**config.mk**
```make
export PLATFORM = sky130hd
export DESIGN_NAME = board_eval
export DESIGN_NICKNAME = d
export VERILOG_FILES = /design/src/rtl/board_eval.sv
export SDC_FILE = /design/constraint.sdc
export NUM_CORES = 1
export LEC_CHECK = 0
export BUFFER_PORTS_ARGS = -buffer_cell sky130_fd_sc_hd__buf_2
export CAP_MARGIN = 5
export CORE_MARGIN = 2
export CORE_UTILIZATION = 25
export DETAILED_ROUTE_END_ITERATION = 8
export GPL_TIMING_DRIVEN = 0
export SETUP_SLACK_MARGIN = 0.5
export SLEW_MARGIN = 20
export SYNTH_ARGS = -nofsm -noshare
export SYNTH_HDL_FRONTEND = slang
export SYNTH_SLANG_ARGS = --single-unit
export TNS_END_PERCENT = 1
```
**constraint.sdc**
```tcl
create_clock -name clk -period 12.45 [get_ports clk]
set_clock_uncertainty 0.15 [all_clocks]
set_input_delay 1.245 -clock clk [delete_from_list [all_inputs] [get_ports clk]]
set_output_delay 1.245 -clock clk [all_outputs]
set_load 0.005 [all_outputs]
```
**src/rtl/board_eval.sv**
```systemverilog
// Board evaluator: scores contiguous 64-byte boards read over an Avalon-MM master, writes one
// score word per board and tracks the best board for the side to move.
module board_eval #(
  parameter int unsigned MAX_BOARDS = 1024
) (
  input  logic        clk,
  input  logic        rst,
  output logic        slave_waitrequest,
  input  logic [3:0]  slave_address,
  input  logic        slave_read,
  output logic [31:0] slave_readdata,
  input  logic        slave_write,
  input  logic [31:0] slave_writedata,
  input  logic        master_waitrequest,
  output logic [31:0] master_address,
  output logic        master_read,
  input  logic [31:0] master_readdata,
  input  logic        master_readdatavalid,
  output logic        master_write,
  output logic [31:0] master_writedata
);

  typedef enum logic [2:0] {
    StIdle, StRdReq, StRdWait, StAccum, StWrReq, StNext, StFinish
  } state_e;

  // Board count is 16 bits wide, so the clamp never needs more than 65535.
  localparam logic [16:0] MaxCnt = (MAX_BOARDS > 32'd65535) ? 17'd65535 : 17'(MAX_BOARDS);

  state_e      state_q, state_d;
  logic [31:0] src_q, src_d, dest_q, dest_d;
  logic [15:0] count_q, count_d;
  logic        side_q, side_d;
  logic [16:0] board_q, board_d;
  logic [5:0]  square_q, square_d;
  logic [31:0] score_q, score_d;
  logic [7:0]  code_q, code_d;
  logic [31:0] best_idx_q, best_idx_d, best_score_q, best_score_d;
  logic        done_q, done_d, err_q, err_d;
  logic        mst_read_q, mst_read_d, mst_write_q, mst_write_d;
  logic [31:0] mst_addr_q, mst_addr_d, mst_wdata_q, mst_wdata_d;

  logic        busy, start, better;
  logic [16:0] count_eff;
  logic [7:0]  code_mag;
  logic [31:0] mag_value, square_value;
  logic        code_bad;
  logic        unused_rdata;

  assign unused_rdata = ^master_readdata[31:8];
  assign busy      = (state_q != StIdle);
  assign start     = slave_write && !busy && (slave_address == 4'd0);
  assign count_eff = ({1'b0, count_q} > MaxCnt) ? MaxCnt : {1'b0, count_q};

  // Piece code to signed material value; out-of-range magnitudes score 0 and flag an error.
  always_comb begin
    code_mag  = code_q[7] ? (~code_q + 8'd1) : code_q;
    code_bad  = (code_mag > 8'd48);
    if (code_mag == 8'd0)       mag_value = 32'd0;
    else if (code_mag <= 8'd8)  mag_value = 32'd100;
    else if (code_mag <= 8'd18) mag_value = 32'd500;
    else if (code_mag <= 8'd28) mag_value = 32'd320;
    else if (code_mag <= 8'd38) mag_value = 32'd330;
    else if (code_mag <= 8'd47) mag_value = 32'd900;
    else if (code_mag == 8'd48) mag_value = 32'd20000;
    else                        mag_value = 32'd0;
    square_value = code_q[7] ? (~mag_value + 32'd1) : mag_value;
  end

  // Strict comparison against the running best, direction set by side.
  always_comb begin
    if (side_q) better = ($signed(score_q) < $signed(best_score_q));
    else        better = ($signed(score_q) > $signed(best_score_q));
  end

  // Register file writes, FSM next state and registered master outputs.
  always_comb begin
    state_d      = state_q;
    src_d        = src_q;
    dest_d       = dest_q;
    count_d      = count_q;
    side_d       = side_q;
    board_d      = board_q;
    square_d     = square_q;
    score_d      = score_q;
    code_d       = code_q;
    best_idx_d   = best_idx_q;
    best_score_d = best_score_q;
    done_d       = done_q;
    err_d        = err_q;

    if (slave_write && !busy) begin
      case (slave_address)
        4'd1:    src_d   = slave_writedata;
        4'd2:    count_d = slave_writedata[15:0];
        4'd3:    dest_d  = slave_writedata;
        4'd4:    side_d  = slave_writedata[0];
        default: ;
      endcase
    end

    case (state_q)
      StIdle: begin
        if (start) begin
          done_d       = 1'b0;
          err_d        = 1'b0;
          best_idx_d   = 32'hFFFF_FFFF;
          best_score_d = 32'h8000_0000;
          board_d      = '0;
          square_d     = '0;
          score_d      = '0;
          state_d      = (count_eff == 17'd0) ? StFinish : StRdReq;
        end
      end
      StRdReq:  if (!master_waitrequest) state_d = StRdWait;
      StRdWait: begin
        if (master_readdatavalid) begin
          code_d  = master_readdata[7:0];
          state_d = StAccum;
        end
      end
      StAccum: begin
        score_d = score_q + square_value;
        if (code_bad) err_d = 1'b1;
        if (square_q == 6'd63) begin
          state_d = StWrReq;
        end else begin
          square_d = square_q + 6'd1;
          state_d  = StRdReq;
        end
      end
      StWrReq:  if (!master_waitrequest) state_d = StNext;
      StNext: begin
        // The first board is unconditionally best, so ties keep the earliest index.
        if (board_q == 17'd0 || better) begin
          best_idx_d   = 32'(board_q);
          best_score_d = score_q;
        end
        board_d = board_q + 17'd1;
        if (board_d == count_eff) begin
          state_d = StFinish;
        end else begin
          square_d = '0;
          score_d  = '0;
          state_d  = StRdReq;
        end
      end
      StFinish: begin
        done_d  = 1'b1;
        state_d = StIdle;
      end
      default: state_d = StIdle;
    endcase

    mst_read_d  = (state_d == StRdReq);
    mst_write_d = (state_d == StWrReq);
    if (state_d == StRdReq)      mst_addr_d = src_q + 32'({board_d, square_d});
    else if (state_d == StWrReq) mst_addr_d = dest_q + 32'({board_d, 2'b00});
    else                         mst_addr_d = '0;
    mst_wdata_d = (state_d == StWrReq) ? score_d : '0;
  end

  // Slave read mux; only a status read during a run stalls.
  always_comb begin
    slave_waitrequest = slave_read && (slave_address == 4'd0) && busy;
    slave_readdata    = '0;
    if (slave_read) begin
      case (slave_address)
        4'd0:    slave_readdata = {30'b0, err_q, done_q};
        4'd1:    slave_readdata = src_q;
        4'd2:    slave_readdata = {16'b0, count_q};
        4'd3:    slave_readdata = dest_q;
        4'd4:    slave_readdata = {31'b0, side_q};
        4'd5:    slave_readdata = best_idx_q;
        4'd6:    slave_readdata = best_score_q;
        default: slave_readdata = '0;
      endcase
    end
  end

  assign master_read      = mst_read_q;
  assign master_write     = mst_write_q;
  assign master_address   = mst_addr_q;
  assign master_writedata = mst_wdata_q;

  // All state, synchronous reset.
  always_ff @(posedge clk) begin
    if (rst) begin
      state_q      <= StIdle;
      src_q        <= '0;
      dest_q       <= '0;
      count_q      <= '0;
      side_q       <= 1'b0;
      board_q      <= '0;
      square_q     <= '0;
      score_q      <= '0;
      code_q       <= '0;
      best_idx_q   <= '0;
      best_score_q <= '0;
      done_q       <= 1'b0;
      err_q        <= 1'b0;
      mst_read_q   <= 1'b0;
      mst_write_q  <= 1'b0;
      mst_addr_q   <= '0;
      mst_wdata_q  <= '0;
    end else begin
      state_q      <= state_d;
      src_q        <= src_d;
      dest_q       <= dest_d;
      count_q      <= count_d;
      side_q       <= side_d;
      board_q      <= board_d;
      square_q     <= square_d;
      score_q      <= score_d;
      code_q       <= code_d;
      best_idx_q   <= best_idx_d;
      best_score_q <= best_score_d;
      done_q       <= done_d;
      err_q        <= err_d;
      mst_read_q   <= mst_read_d;
      mst_write_q  <= mst_write_d;
      mst_addr_q   <= mst_addr_d;
      mst_wdata_q  <= mst_wdata_d;
    end
  end

endmodule
```
-- After elaboration in Yosys (flattened, before gate mapping)
Index checks and enable logic that the tools add are counted.
W data, S select, Z words.
- bits in registers: 279
- input bits: 74
- output and inout bits: 99
- logic and storage cells: 122
- $add $sub $neg: 7
- order comparisons: 9
- equal/unequal tests: 20
- mux-type cells: 42
- bitwise gates (word level): 3
- reduce and logical (&&, ||, !) cells: 24
- operators with widths (operator ; number):
    $mux W32 ; 10
    $pmux W32 S7 ; 1
    $pmux W32 S2 ; 2
    $mux W15 ; 7
    $pmux W32 S3 ; 1
    $logic_not A17 Y1 ; 2
    $pmux W17 S2 ; 1
    $add A32 B1 Y32 const B ; 1
    $add A32 B19 Y32 ; 1
    $add A32 B23 Y32 ; 1
    $add A32 B32 Y32 ; 1
    $gt A32 B32 Y1 ; 1
    $lt A32 B32 Y1 ; 1
    $not A32 Y32 ; 1
    $mux W3 ; 7
    $mux W6 ; 3
    $pmux W3 S6 ; 1
    $pmux W6 S3 ; 1
    $add A17 B1 Y17 const B ; 1
    $eq A17 B16 Y1 ; 1
    $mux W17 ; 1
    $gt A16 B11 Y1 const B ; 1
    $le A8 B5 Y1 const B ; 2
    $le A8 B6 Y1 const B ; 2
    other kinds (30) ; 54

-- Longest topological paths before layout
- depth after elaboration: 16
- depth in mapped cells: 26
- gate-level depth less buffers: 24

-- Worst setup path before layout
OpenSTA, ideal clock, no wires.
- path type: register to register
- from: register code_q[0]
- to: register score_q[29]
- library setup time: 0.095 ns
- data arrival time: 5.384 ns
- required time: 12.205 ns
- slack: 6.821 ns
- cell stages (with the launch flop): 24
- path buffers: 2
- period minus slack after synthesis: 5.629 ns
- path through: dfxtp_1 > clkbuf_1 > inv_1 > ha_1 > nor2b_1 > or4_1 > a21oi_1 > o22ai_1 > a221oi_2 > nand2_1 > nor3_2 > ha_1 > nand2_1 > o21ai_0 > ha_1 > clkbuf_1 > a21oi_1 > o41ai_1 > a31o_2 > a21oi_1 > o2111ai_1 > a31o_2 > a21o_1 > o311ai_1
- cells in the longest elaborated chain, start to end: 16
- elaborated cells on any way between the ends: 22
- classes of those cells: add/sub: 3; order compare: 5; eq/ne: 1; mux: 10; bitwise: 2; reduce/logical: 1
- ends and longest elaborated chain (element ; RTL line ; text):
    start, declared ; 37 ; logic [7:0] code_q, code_d;
    start signal, assigned ; 215 ; code_q <= code_d;
    $not A8 Y8 ; 57 ; code_mag = code_q[7] ? (~code_q + 8'd1) : code_q;
    $add A8 B1 Y8 ; 57 ;
    $mux W8 (*) ; 57 ;
    parallel branches: the longest is 7 deep, another holds $le A8 B6 Y1 ; - ;
    $mux W15 (*) ; 59 ; if (code_mag == 8'd0) mag_value = 32'd0;
    $not A32 Y32 ; 67 ; square_value = code_q[7] ? (~mag_value + 32'd1) : mag_value;
    $add A32 B1 Y32 ; 67 ;
    $mux W32 (*) ; 67 ;
    $add A32 B32 Y32 (*) ; 123 ; score_d = score_q + square_value;
    $pmux W32 S3 (*) ; 102 ; case (state_q)
    end signal, assigned ; 214 ; score_q <= score_d;
    end, declared ; 36 ; logic [31:0] score_q, score_d;
Every way passes the cells marked *.
A chain may end at the register's enable or synchronous reset.

-- Worst setup path after layout
- from: register code_q[0]
- to: register mst_wdata_q[31], in the netlist master_writedata[31]
- cells in the longest elaborated chain, start to end: 16
- elaborated cells on any way between the ends: 22
- classes of those cells: add/sub: 3; order compare: 5; eq/ne: 1; mux: 10; bitwise: 2; reduce/logical: 1
- ends and longest elaborated chain (element ; RTL line ; text):
    $not A8 Y8 ; 57 ;
    $add A8 B1 Y8 ; 57 ;
    $mux W8 (*) ; 57 ;
    parallel branches: the longest is 7 deep, another holds $le A8 B6 Y1 ; - ;
    $mux W15 (*) ; 59 ;
    $not A32 Y32 ; 67 ;
    $add A32 B1 Y32 ; 67 ;
    $mux W32 (*) ; 67 ;
    $add A32 B32 Y32 (*) ; 123 ;
    $pmux W32 S3 (*) ; 102 ;
    end signal, assigned ; 223 ; mst_wdata_q <= mst_wdata_d;
    end, declared ; 41 ; logic [31:0] mst_addr_q, mst_addr_d, mst_wdata_q, mst_wdata_d;
Marked as above.

==> results.md <==
- Async set or reset register ratio after synthesis: 0%
- CTS tree: done
- Initial drt markers: ~1.9k
- Via count: approximately 17k
- Vias in the first global route: 16.2k
- Setup violations, final: 0
- Mean post-synth cell area: 7.82 sq um
- CTS sink count: between 200 and 300
- Post-DRT Antenna Nets: 0
- Post-CTS Resized: 0
- Clk slew on worst S/H paths: 0.06 ns
- Worst hold stages: 2
- Area growth syn-to-layout: 17.6%
- Share of the synthesized area in the top cell type: between 30% and 40%
- Required @ worst endpoint: roughly 13 ns
- Ys Warns: 0
- CORE AREA: ~0.066 sq mm
- Synthesized cell area: roughly 0.017 sq mm
- Port Buf Inserts: around 140
- F_max: ~140 MHz
- End of the worst hold path: best_idx_q[6]
- Number of distinct library cells after synthesis: slightly below 90
- GR peak layer: met2
- Die height: approximately 260 um
- Pwr per Cell Area: around 100 mW/mm^2
- Post-synth EDFFs: 0
- Die width: 263 um
- Met3 usage: between 3 and 4%
- Routed WL per cell: approximately 20 um
- Post-DP Area: 0.0186 sq mm
- Longest Clk Path Bufs: 3
- Vias per cell: ~5.4
- Num CTS Buffers: 34
- Setup bufs post-CTS: 0
- Post-Synthesis Cells: roughly 2.1k
- Crit path DAT: 7.27 ns
- Final hold vios: 0
- Grt ovf: 0
- Die area: between 0.06 and 0.07 sq mm
- Post-CTS Hold Fix Bufs: 0
- Normalized max-slew margin: 22.7%
- Max_cap viols: 0
- Startpoint types: flop
- Pre-Repair DR Iteration Count: 7
- Tmin final: between 6 and 7 ns
- Diode count: 0
- R2R Setup Slk: 5.47 ns
- Synth area leaders: dfxtp_1 32%, ha_1 8.4%, nand2_1 6.6%
- RSZ-0062 raised after global routing: false
- Worst Reg-to-Reg Cells: 24
- Routability cong.: 0.953
- Fill count: ~7.2k
- Largest net degree at the start of global routing: 14
- Crit-path max FO: 10
- Worst min-delay path category: reg2reg
- Final net count: roughly 2.5k
- Max-slew violations: 0
- Area leader, netlist: dfxtp_1
- First-pass GRT wire length: about 100 mm
- DRC viols: 0
- Setup TNS: 0 ns
- Hold_sp: best_idx_q[6]
- Mapped Nets: ~2.3k
- Met1 Use GR: about a quarter
- H-tree level count: 2
- Root buf cell: clkbuf_16
- Finished Cell Area: just under 0.02 sq mm
- Seq cells post-synth: about 270
- Hpwl dp: between 50 and 60 mm
- Period Utilization, post-route: between 50% and 60%
- Worst Setup End Kind: flop
- Share of cells above drive strength 1: 10.4%
- Worst reg2reg path endpoint: master_writedata[31]
- Leakage: around 7.6 nW
- Row Count: 94
- Multi-input gate area: 0.0106 sq mm
- Initial core utilization: about a quarter
- Sequential fraction of the synthesis area: 31.6%
- GRT Overall Usage: a little under a fifth
- I/O pins: approximately 170
- Status: complete, no violations
- Met2 GRT Util: between 20 and 30%
- Skew-Pair Late Insertion Delay: 0.57 ns
- WL final: around 66 mm
- WS Path Type: reg2reg
- Worst VDD drop: around 0.08 mV
- Actual slew at the worst max-slew pin: 1.15 ns
- Initial antenna violation count: 6
- FF-to-FF Start: code_q[0]
- Register area: 0.00531 sq mm
- Top FF cell, synth: dfxtp_1
## how the worst max path moves through the flow
stage                     cells after the start  slack (ns)                    to  startpoint
final                                        24        5.47  master_writedata[31]   code_q[0]
after global routing                         24        4.92  master_writedata[31]   code_q[0]
after CTS                                    24        5.58  master_writedata[31]   code_q[0]
after detailed placement                     24        5.63  master_writedata[31]   code_q[0]
after global placement                       24        5.57  master_writedata[31]   code_q[0]
after floorplan                              23        6.82           score_q[29]   code_q[0]
## flip-flops by register name, summed over array words and instances (netlist names)
register	cells
best_score_q	32
err_q	1
score_q	32
square_q	6
board_q	17
count_q	16
master_read	1
best_idx_q	18
side_q	1
master_write	1
dest_q	32
code_q	8
src_q	32
done_q	1
state_q	3
master_address	32
master_writedata	32
## Yosys cell counts (all sizes together) (7+ instances only)
cell type and count:
a221oi 24, and2 45, clkbuf 125, xor2 37
a41oi 11, nor3 32, a211oi 17, mux2i 16
buf 11, nand2 297, nand2b 14, nor2b 12
o21bai 15, xnor2 55, a21oi 186, a22o 14
ha 112, o21a 18, a22oi 49, nor4 7
a21o 47, dfxtp 265, or4 7, nand3 52
o311ai 33, nor2 160, a222oi 14, o22ai 31
nor3b 7, and3 29, or3 12, a31oi 59
inv 97, and4 7, o211ai 17, o21ai 75
nand4 44
## report_power, final
group          leakage, nW  internal, mW  total (mW)  switching (mW)
Combinational         4.88        0.0357       0.124          0.0883
Clock                0.561         0.598        1.03           0.433
Sequential            2.14         0.854       0.861         0.00695
## logic make-up (layout without fill, tap and decap cells)
family                     after synthesis  in the layout  share of synthesized area (%)
DFF                                    265            265                           31.6
xor gates and xnor gates                94             94                           5.07
AOI/OAI and AO/OA                      669            669                           26.9
and+or+nand+nor                        750            750                           21.2
adders and majority gates              115            115                           8.71
muxes                                   20             20                           1.22
buffers and inverters                  233            437                           5.36
## through the flow
stage          setup WS, ns  hold slack, ns  power (mW)  utilization, %  std cells
2_1_floorplan          6.82           0.296       0.950               -       2146
4_1_cts                5.58           0.327        2.03            29.9       3214
6_report               5.47           0.334        2.02            29.9       3214
3_5_place_dp           5.63           0.316        1.00            28.1       3153
5_1_grt                4.92           0.347        2.07            29.9       3214
3_3_place_gp           5.57           0.315        1.00            28.1       3153
## critical path, cell delays in order, from the launching register on
cell	delay, ns
dfxtp_1	0.31
clkbuf_1	0.30
inv_1	0.11
ha_1	0.29
nor2b_1	0.20
or4_1	0.40
a21oi_1	0.26
o22ai_1	0.19
a221oi_2	0.62
nand2_1	0.23
nor3_2	0.53
ha_1	0.34
nand2_1	0.06
o21ai_0	0.09
ha_1	0.28
clkbuf_1	0.19
a21oi_1	0.18
o41ai_1	0.08
a31o_2	0.25
a21oi_1	0.53
o2111ai_1	0.29
a31oi_1	0.27
xnor2_1	0.13
nand3b_1	0.21
a21oi_1	0.34
## per-layer routing
metal  routed length (um)  up-vias  part of all wire (%)
met5                   13        -                 0.020
met1                29000     8212                    44
li1                     -     8230                     -
met4                 2020        2                   3.1
met3                 5740      118                   8.8
met2                28700      748                    44
## cell type report
cell class                 count  area share, %
buffer                       136           2.71
clock inverter                17          0.913
inverter                      97           1.84
tap                          864           5.48
sequential                   265           26.9
timing repair buffer         143           3.63
multi-input combinational   1648           53.7
clock buffer                  44           4.91
## placed cells by master, fill, tap and decap left out, types with 17 or more instances in the layout
| cell | instances |
|---|---|
| nor2_1 | 160 |
| o22ai_1 | 31 |
| nor3_1 | 29 |
| o21a_1 | 18 |
| o211ai_1 | 17 |
| inv_1 | 96 |
| and2_1 | 43 |
| nand3_1 | 52 |
| dfxtp_1 | 265 |
| clkbuf_1 | 127 |
| a21oi_1 | 183 |
| a21o_1 | 47 |
| clkbuf_16 | 34 |
| nand4_1 | 44 |
| xnor2_1 | 55 |
| a22oi_1 | 48 |
| nand2_1 | 297 |
| buf_2 | 148 |
| a221oi_1 | 23 |
| a211oi_1 | 17 |
| xor2_1 | 37 |
| o21ai_0 | 71 |
| a31oi_1 | 59 |
| ha_1 | 112 |
| and3_1 | 29 |
| o311ai_0 | 32 |
No activity file was read; power rests on OpenSTA's default activity.
